**src/rtl/stack_cpu_controller.sv**
```systemverilog
// Multicycle control FSM for the 8-bit stack CPU: decodes op/Zero into per-cycle datapath
// controls. Moore outputs from state; only PCWrite in JZ_TEST looks at Zero.
module stack_cpu_controller #(
  parameter int STATE_W = 4
) (
  input  logic               clk,
  input  logic               rst,
  input  logic [2:0]         op,
  input  logic               Zero,
  output logic               PCWrite,
  output logic               IRWrite,
  output logic               MemWrite,
  output logic               LoadA,
  output logic               LoadB,
  output logic               Push,
  output logic               Pop,
  output logic               Tos,
  output logic               AdrSrc,
  output logic               RegWrite,
  output logic [1:0]         ResultSrc,
  output logic [1:0]         ALUSrcA,
  output logic [1:0]         ALUSrcB,
  output logic [2:0]         ALUControl,
  output logic [STATE_W-1:0] state
);

  typedef enum logic [STATE_W-1:0] {
    S_FETCH    = STATE_W'(0),
    S_DECODE   = STATE_W'(1),
    S_POP_B    = STATE_W'(2),
    S_POP_A    = STATE_W'(3),
    S_EXEC     = STATE_W'(4),
    S_PUSH_RES = STATE_W'(5),
    S_MEM_RD   = STATE_W'(6),
    S_PUSH_MEM = STATE_W'(7),
    S_MEM_WR   = STATE_W'(8),
    S_JMP      = STATE_W'(9),
    S_PEEK     = STATE_W'(10),
    S_JZ_TEST  = STATE_W'(11)
  } state_t;

  state_t     r_state;
  state_t     w_next;
  logic [2:0] r_op;

  // op is only trusted in DECODE and POP_B; EXEC uses the copy taken there.
  always_ff @(posedge clk) begin
    if (rst) begin
      r_state <= S_FETCH;
      r_op    <= 3'b000;
    end else begin
      r_state <= w_next;
      if (r_state == S_DECODE || r_state == S_POP_B) r_op <= op;
    end
  end

  always_comb begin
    w_next     = S_FETCH;
    PCWrite    = 1'b0;
    IRWrite    = 1'b0;
    MemWrite   = 1'b0;
    LoadA      = 1'b0;
    LoadB      = 1'b0;
    Push       = 1'b0;
    Pop        = 1'b0;
    Tos        = 1'b0;
    AdrSrc     = 1'b0;
    RegWrite   = 1'b0;
    ResultSrc  = 2'b00;
    ALUSrcA    = 2'b00;
    ALUSrcB    = 2'b00;
    ALUControl = 3'b000;
    case (r_state)
      S_FETCH: begin
        // PC - 8'hFF == PC + 1
        IRWrite    = 1'b1;
        ALUSrcB    = 2'b10;
        ALUControl = 3'b001;
        ResultSrc  = 2'b10;
        PCWrite    = 1'b1;
        w_next     = S_DECODE;
      end
      S_DECODE: begin
        case (op)
          3'b011:  w_next = S_POP_A;
          3'b100:  w_next = S_MEM_RD;
          3'b110:  w_next = S_JMP;
          3'b111:  w_next = S_PEEK;
          default: w_next = S_POP_B;
        endcase
      end
      S_POP_B: begin
        Pop   = 1'b1;
        LoadB = 1'b1;
        if (op == 3'b101)     w_next = S_MEM_WR;
        else if (op <= 3'b010) w_next = S_POP_A;
        else                  w_next = S_FETCH;
      end
      S_POP_A: begin
        Pop    = 1'b1;
        LoadA  = 1'b1;
        w_next = S_EXEC;
      end
      S_EXEC: begin
        ALUSrcA    = 2'b10;
        ALUControl = r_op;
        w_next     = S_PUSH_RES;
      end
      S_PUSH_RES: begin
        Push = 1'b1;
      end
      S_MEM_RD: begin
        ResultSrc = 2'b11;
        AdrSrc    = 1'b1;
        w_next    = S_PUSH_MEM;
      end
      S_PUSH_MEM: begin
        ResultSrc = 2'b01;
        Push      = 1'b1;
      end
      S_MEM_WR: begin
        ResultSrc = 2'b11;
        AdrSrc    = 1'b1;
        MemWrite  = 1'b1;
      end
      S_JMP: begin
        ResultSrc = 2'b11;
        PCWrite   = 1'b1;
      end
      S_PEEK: begin
        Tos    = 1'b1;
        LoadA  = 1'b1;
        w_next = S_JZ_TEST;
      end
      S_JZ_TEST: begin
        ALUSrcA    = 2'b10;
        ALUSrcB    = 2'b10;
        ALUControl = 3'b010;
        ResultSrc  = 2'b11;
        PCWrite    = Zero;
      end
      default: w_next = S_FETCH;
    endcase

    // Reset cycle must never disturb stack, PC or memory.
    if (rst) begin
      PCWrite    = 1'b0;
      IRWrite    = 1'b0;
      MemWrite   = 1'b0;
      LoadA      = 1'b0;
      LoadB      = 1'b0;
      Push       = 1'b0;
      Pop        = 1'b0;
      Tos        = 1'b0;
      AdrSrc     = 1'b0;
      ResultSrc  = 2'b00;
      ALUSrcA    = 2'b00;
      ALUSrcB    = 2'b00;
      ALUControl = 3'b000;
    end
  end

  assign state = r_state;

endmodule

```
**config.mk**
```make
export PLATFORM = sky130hd
export DESIGN_NAME = stack_cpu_controller
export DESIGN_NICKNAME = d
export VERILOG_FILES = /design/src/rtl/stack_cpu_controller.sv
export SDC_FILE = /design/constraint.sdc
export NUM_CORES = 1
export LEC_CHECK = 0
export BUFFER_PORTS_ARGS = -buffer_cell sky130_fd_sc_hd__buf_2
export CORE_UTILIZATION = 48
export CTS_BUF_LIST = sky130_fd_sc_hd__clkbuf_8
export DETAILED_ROUTE_END_ITERATION = 8
export HOLD_SLACK_MARGIN = 0.12
export PLACE_DENSITY = 0.83
export SLEW_MARGIN = 10
export SYNTH_ARGS = -nofsm -noshare
export SYNTH_HDL_FRONTEND = slang
export SYNTH_SLANG_ARGS = --single-unit
```
**constraint.sdc**
```tcl
create_clock -name clk -period 1.29 [get_ports clk]
set_input_delay 0.0645 -clock clk [delete_from_list [all_inputs] [get_ports clk]]
set_output_delay 0.0645 -clock clk [all_outputs]
set_load 0.1 [all_outputs]
```
==> run_results.csv, run 1 <==
group,metric,value,unit
floorplan,top_level_ports,29,
logic_synthesis,yosys_warnings,0,
logic_synthesis,async_reset_ff_share,0,%
run_status,stop_stage,"detailed placement (3_5_place_dp)",
floorplan,die_w,39.1,um
floorplan,rows,13,
logic_synthesis,synth_ff_type,"dfxtp_1",
logic_synthesis,synth-seq-cells,7,
logic_synthesis,syn_inst,91,
logic_synthesis,synth-edff-count,0,
logic_synthesis,synth_cell_types,37,
placed_design,io_buffers,25,
logic_synthesis,ys_seq_area_share,21.2,%
run_status,status,"did not finish",
placed_design,place_congestion,0.887,
logic_synthesis,synth_area,661,um2
logic_synthesis,synth_area_per_cell,7.26,um2
run_status,toolErrorMsg,"[ERROR DPL-0038] Utilization greater than 100%, impossible to legalize",
floorplan,start_util,51.4,%
floorplan,die_y,39.1,um
## cells by family after synthesis
logic type / count (synthesis) / synth area share, %
buffers and inverters: 11 / 10.4
AOI/OAI and AO/OA: 22 / 22.9
and+or+nand+nor: 46 / 39.0
other: 1 / 0.568
xor gates and xnor gates: 1 / 1.33
DFF: 7 / 21.2
muxes: 3 / 4.55
## synthesized netlist by cell type (2+ instances only)
| cell | instances | area share, % |
|---|---|---|
| nor3_1 | 4 | 3.0 |
| nand3_1 | 4 | 3.0 |
| and3b_1 | 2 | 2.7 |
| nand2_1 | 8 | 4.5 |
| nor2b_1 | 2 | 1.9 |
| buf_2 | 4 | 3.0 |
| nor4_1 | 2 | 1.9 |
| nor2_1 | 12 | 6.8 |
| buf_4 | 4 | 4.5 |
| o21ai_0 | 2 | 1.5 |
| dfxtp_1 | 7 | 21 |
| mux2i_1 | 3 | 4.5 |
| nor2b_4 | 2 | 4.2 |
| a31oi_1 | 3 | 2.8 |
| a21oi_1 | 7 | 5.3 |
| nand2b_1 | 4 | 3.8 |
## through the flow
stage | TNS [ns] | hold slack, ns
3_3_place_gp | 0 | 0.378
2_1_floorplan | -7.43 | 0.208
==> run 2, diff against run 1 <==
- CORE_AREA: default -> 2 2 63 65
- CORE_UTILIZATION: 48 -> default
- CTS_BUF_LIST: sky130_fd_sc_hd__clkbuf_8 -> default
- DIE_AREA: default -> 0 0 65 67
- HOLD_SLACK_MARGIN: 0.12 -> default
- PLACE_DENSITY: 0.83 -> default
- PLACE_DENSITY_LB_ADDON: default -> 0.15
==> run_results.csv, run 2 <==
group,metric,value,unit
cells_and_area,regArea,155,um2
logic_synthesis,ys_seq_area_share,21.2,%
logic_synthesis,synth_cell_types,37,
floorplan,dieArea,4360,um2
floorplan,start_util,18.3,%
sta,slew_viol_final,0,
power,leakage,0.000682,uW
sta,whs,0.161,ns
global_routing,grt_usage,11.4,%
detailed_routing,drt_first_pass_iters,4,
job,drv_cap,0,
logic_synthesis,synth_ff_type,"dfxtp_1",
placed_design,dp_slack,-0.0218,ns
floorplan,die_y,67,um
run_status,violations,"setup timing",
cells_and_area,fillers,318,
detailed_routing,drc_errors,0,
detailed_routing,drtAntennaViolNets,0,
cells_and_area,post-route-util,48.5,%
logic_synthesis,synth_common_cells,"12 x nor2_1, 8 x nand2_1, 7 x a21oi_1, 7 x dfxtp_1",
logic_synthesis,syn_inst,91,
critical_path,end_kind,"output port",
logic_synthesis,yosys.area.top_type_share,21.2,%
logic_synthesis,yosysTopAreaCell,"dfxtp_1",
critical_path,crit_path_max_fanout,9,
worst_hold_path,holdCritPathClass,"input pin to flip-flop",
sta,clock-skew-final,0.00122,ns
cells_and_area,instances_no_fill,193,
detailed_routing,routed_wl,2400,um
sta,finalCriticalPeriod,1.49,ns
floorplan,rows,22,
clocking,cts.sinks,7,
logic_synthesis,synth.most_common_cell,"nor2_1",
placed_design,hpwl,1750,um
cells_and_area,areaGrowthSynthToFinish,165,%
power,power-per-cell-area,1280,nW/um2
logic_synthesis,yosys_warnings,0,
placed_design,dp_cells,176,
sta,fin_ws,-0.197,ns
global_routing,grt_start_max_net_pins,12,
sta,fin_crit_sh,115,%
cells_and_area,antennaDiodeCount,0,
floorplan,die_w,65,um
detailed_routing,dr.first_iter.drc_count,23,
logic_synthesis,synth_area_per_cell,7.26,um2
floorplan,coreArea,3610,um2
cells_and_area,final_layout_size_suffix_gt1_share,71.0,%
clocking,cts_buffers,3,
global_routing,antenna_found_initial,0,
logic_synthesis,async_reset_ff_share,0,%
placed_design,io_buffers,25,
sta,setup_viol,21,
critical_path,crit_arrival,1.42,ns
detailed_routing,vias,855,
run_status,status,"complete, but fails checks",
global_routing,grt_pass1_wl,3850,um
cells_and_area,num-nets-final,152,
logic_synthesis,synth-seq-cells,7,
power,peakVddDrop,0.557,mV
sta,hold_viol,0,
clocking,cts_tree,"done",
critical_path,crit_required,1.23,ns
cells_and_area,largest_reg_flops,4,
detailed_routing,routedWlPerCell,12.4,um
sta,rsz0062_at_grt,"yes",
clocking,cts_root_buf,"clkbuf_8",
clocking,htreeDepth,1,
cells_and_area,final_cell_mix,"22 x buf_12, 22 x buf_4, 8 x nor2_1, 8 x buf_6",
logic_synthesis,synth_area,661,um2
clocking,clk_pin_slew,0.04,ns
critical_path,crit_type,"flip-flop to output port",
critical_path,startpoint_type,"flip-flop",
clocking,hold_buffers,0,
clocking,clockBufferDepth,2,
detailed_routing,via_per_inst,4.43,
placed_design,place_congestion,0.801,
logic_synthesis,synthTopCellsByArea,"dfxtp_1 21%, nor2_1 6.8%, a21oi_1 5.3%",
sta,max_freq,0.672,GHz
floorplan,top_level_ports,29,
cells_and_area,multiInputGateArea,749,um2
global_routing,grt.overflow.total,0,
global_routing,grt_pass1_vias,824,
clocking,clk_latency,0.22,ns
logic_synthesis,synth-edff-count,0,
-- run 2: cell counts after synthesis --
Identical to the previous run, type by type.
-- run 2: cells by family (layout without fill, tap and decap cells) --
logic type      after synthesis  in the layout  share of synthesized area, %
other cells                   1              3                         0.568
buf+inv                      11             63                          10.4
xor+xnor                      1              1                          1.33
mux                           3              3                          4.55
simple gates                 46             46                          39.0
flops                         7              7                          21.2
compound gates               22             22                          22.9
-- run 2: per-layer routing --
metal  up-vias  share of wire, %  GRT usage, %
met2        19                53          19.3
met4         0               1.2          3.19
met1       405                41          14.2
met5         -                 0             0
li1        427                 -             -
met3         4               4.8          3.04
-- run 2: critical path, stage by stage (launching register included) --
cell       delay (ns)
dfxtp_4          0.39
nor2_4           0.15
nor2_4           0.05
a2111oi_4        0.38
buf_12           0.22
-- run 2: area by class of cell --
type | instances | share of cell area (%)
inverters | 1 | 0.215
clock buffers | 4 | 2.58
multi-input cells | 75 | 42.8
flip-flops and latches | 7 | 8.87
repair buffers | 58 | 42.1
well taps | 48 | 3.43
-- run 2: what timing repair did --
item / CTS / global route
pin swaps: 5 / 14
endpoints found under the setup margin: 16 / 21
setup buffers: 5 / 8
cloned: 0 / 0
gates resized for setup: 12 / 17
-- run 2: final timing paths --
check / startpoint / endpoint / cells past startpoint / slack [ns]
min reg2reg: r_op[0] / r_op[0] / 2 / 0.49
max reg2reg: state[1] / state[0] / 7 / -0.08
min: op[2] / state[3] / 3 / 0.16
max: state[3] / ALUSrcB[1] / 4 / -0.20
-- run 2: report_power, final --
group | switching [uW] | internal [uW] | leakage [uW]
combinational | 955 | 673 | 0.000599
clock | 90.1 | 213 | 0.0000228
sequential | 57.7 | 257 | 0.0000602
total | 1100 | 1140 | 0.000682
-- run 2: stage by stage --
step	setup TNS [ns]	cell area [um2]	power, uW
3_3_place_gp	0	1480	1760
6_report	-2.20	1750	2250
3_5_place_dp	-0.0456	1480	1770
4_1_cts	-2.18	1610	2150
2_1_floorplan	-7.43	931	1340
5_1_grt	-3.72	1750	2360
Power figures use the tool's default switching activity.
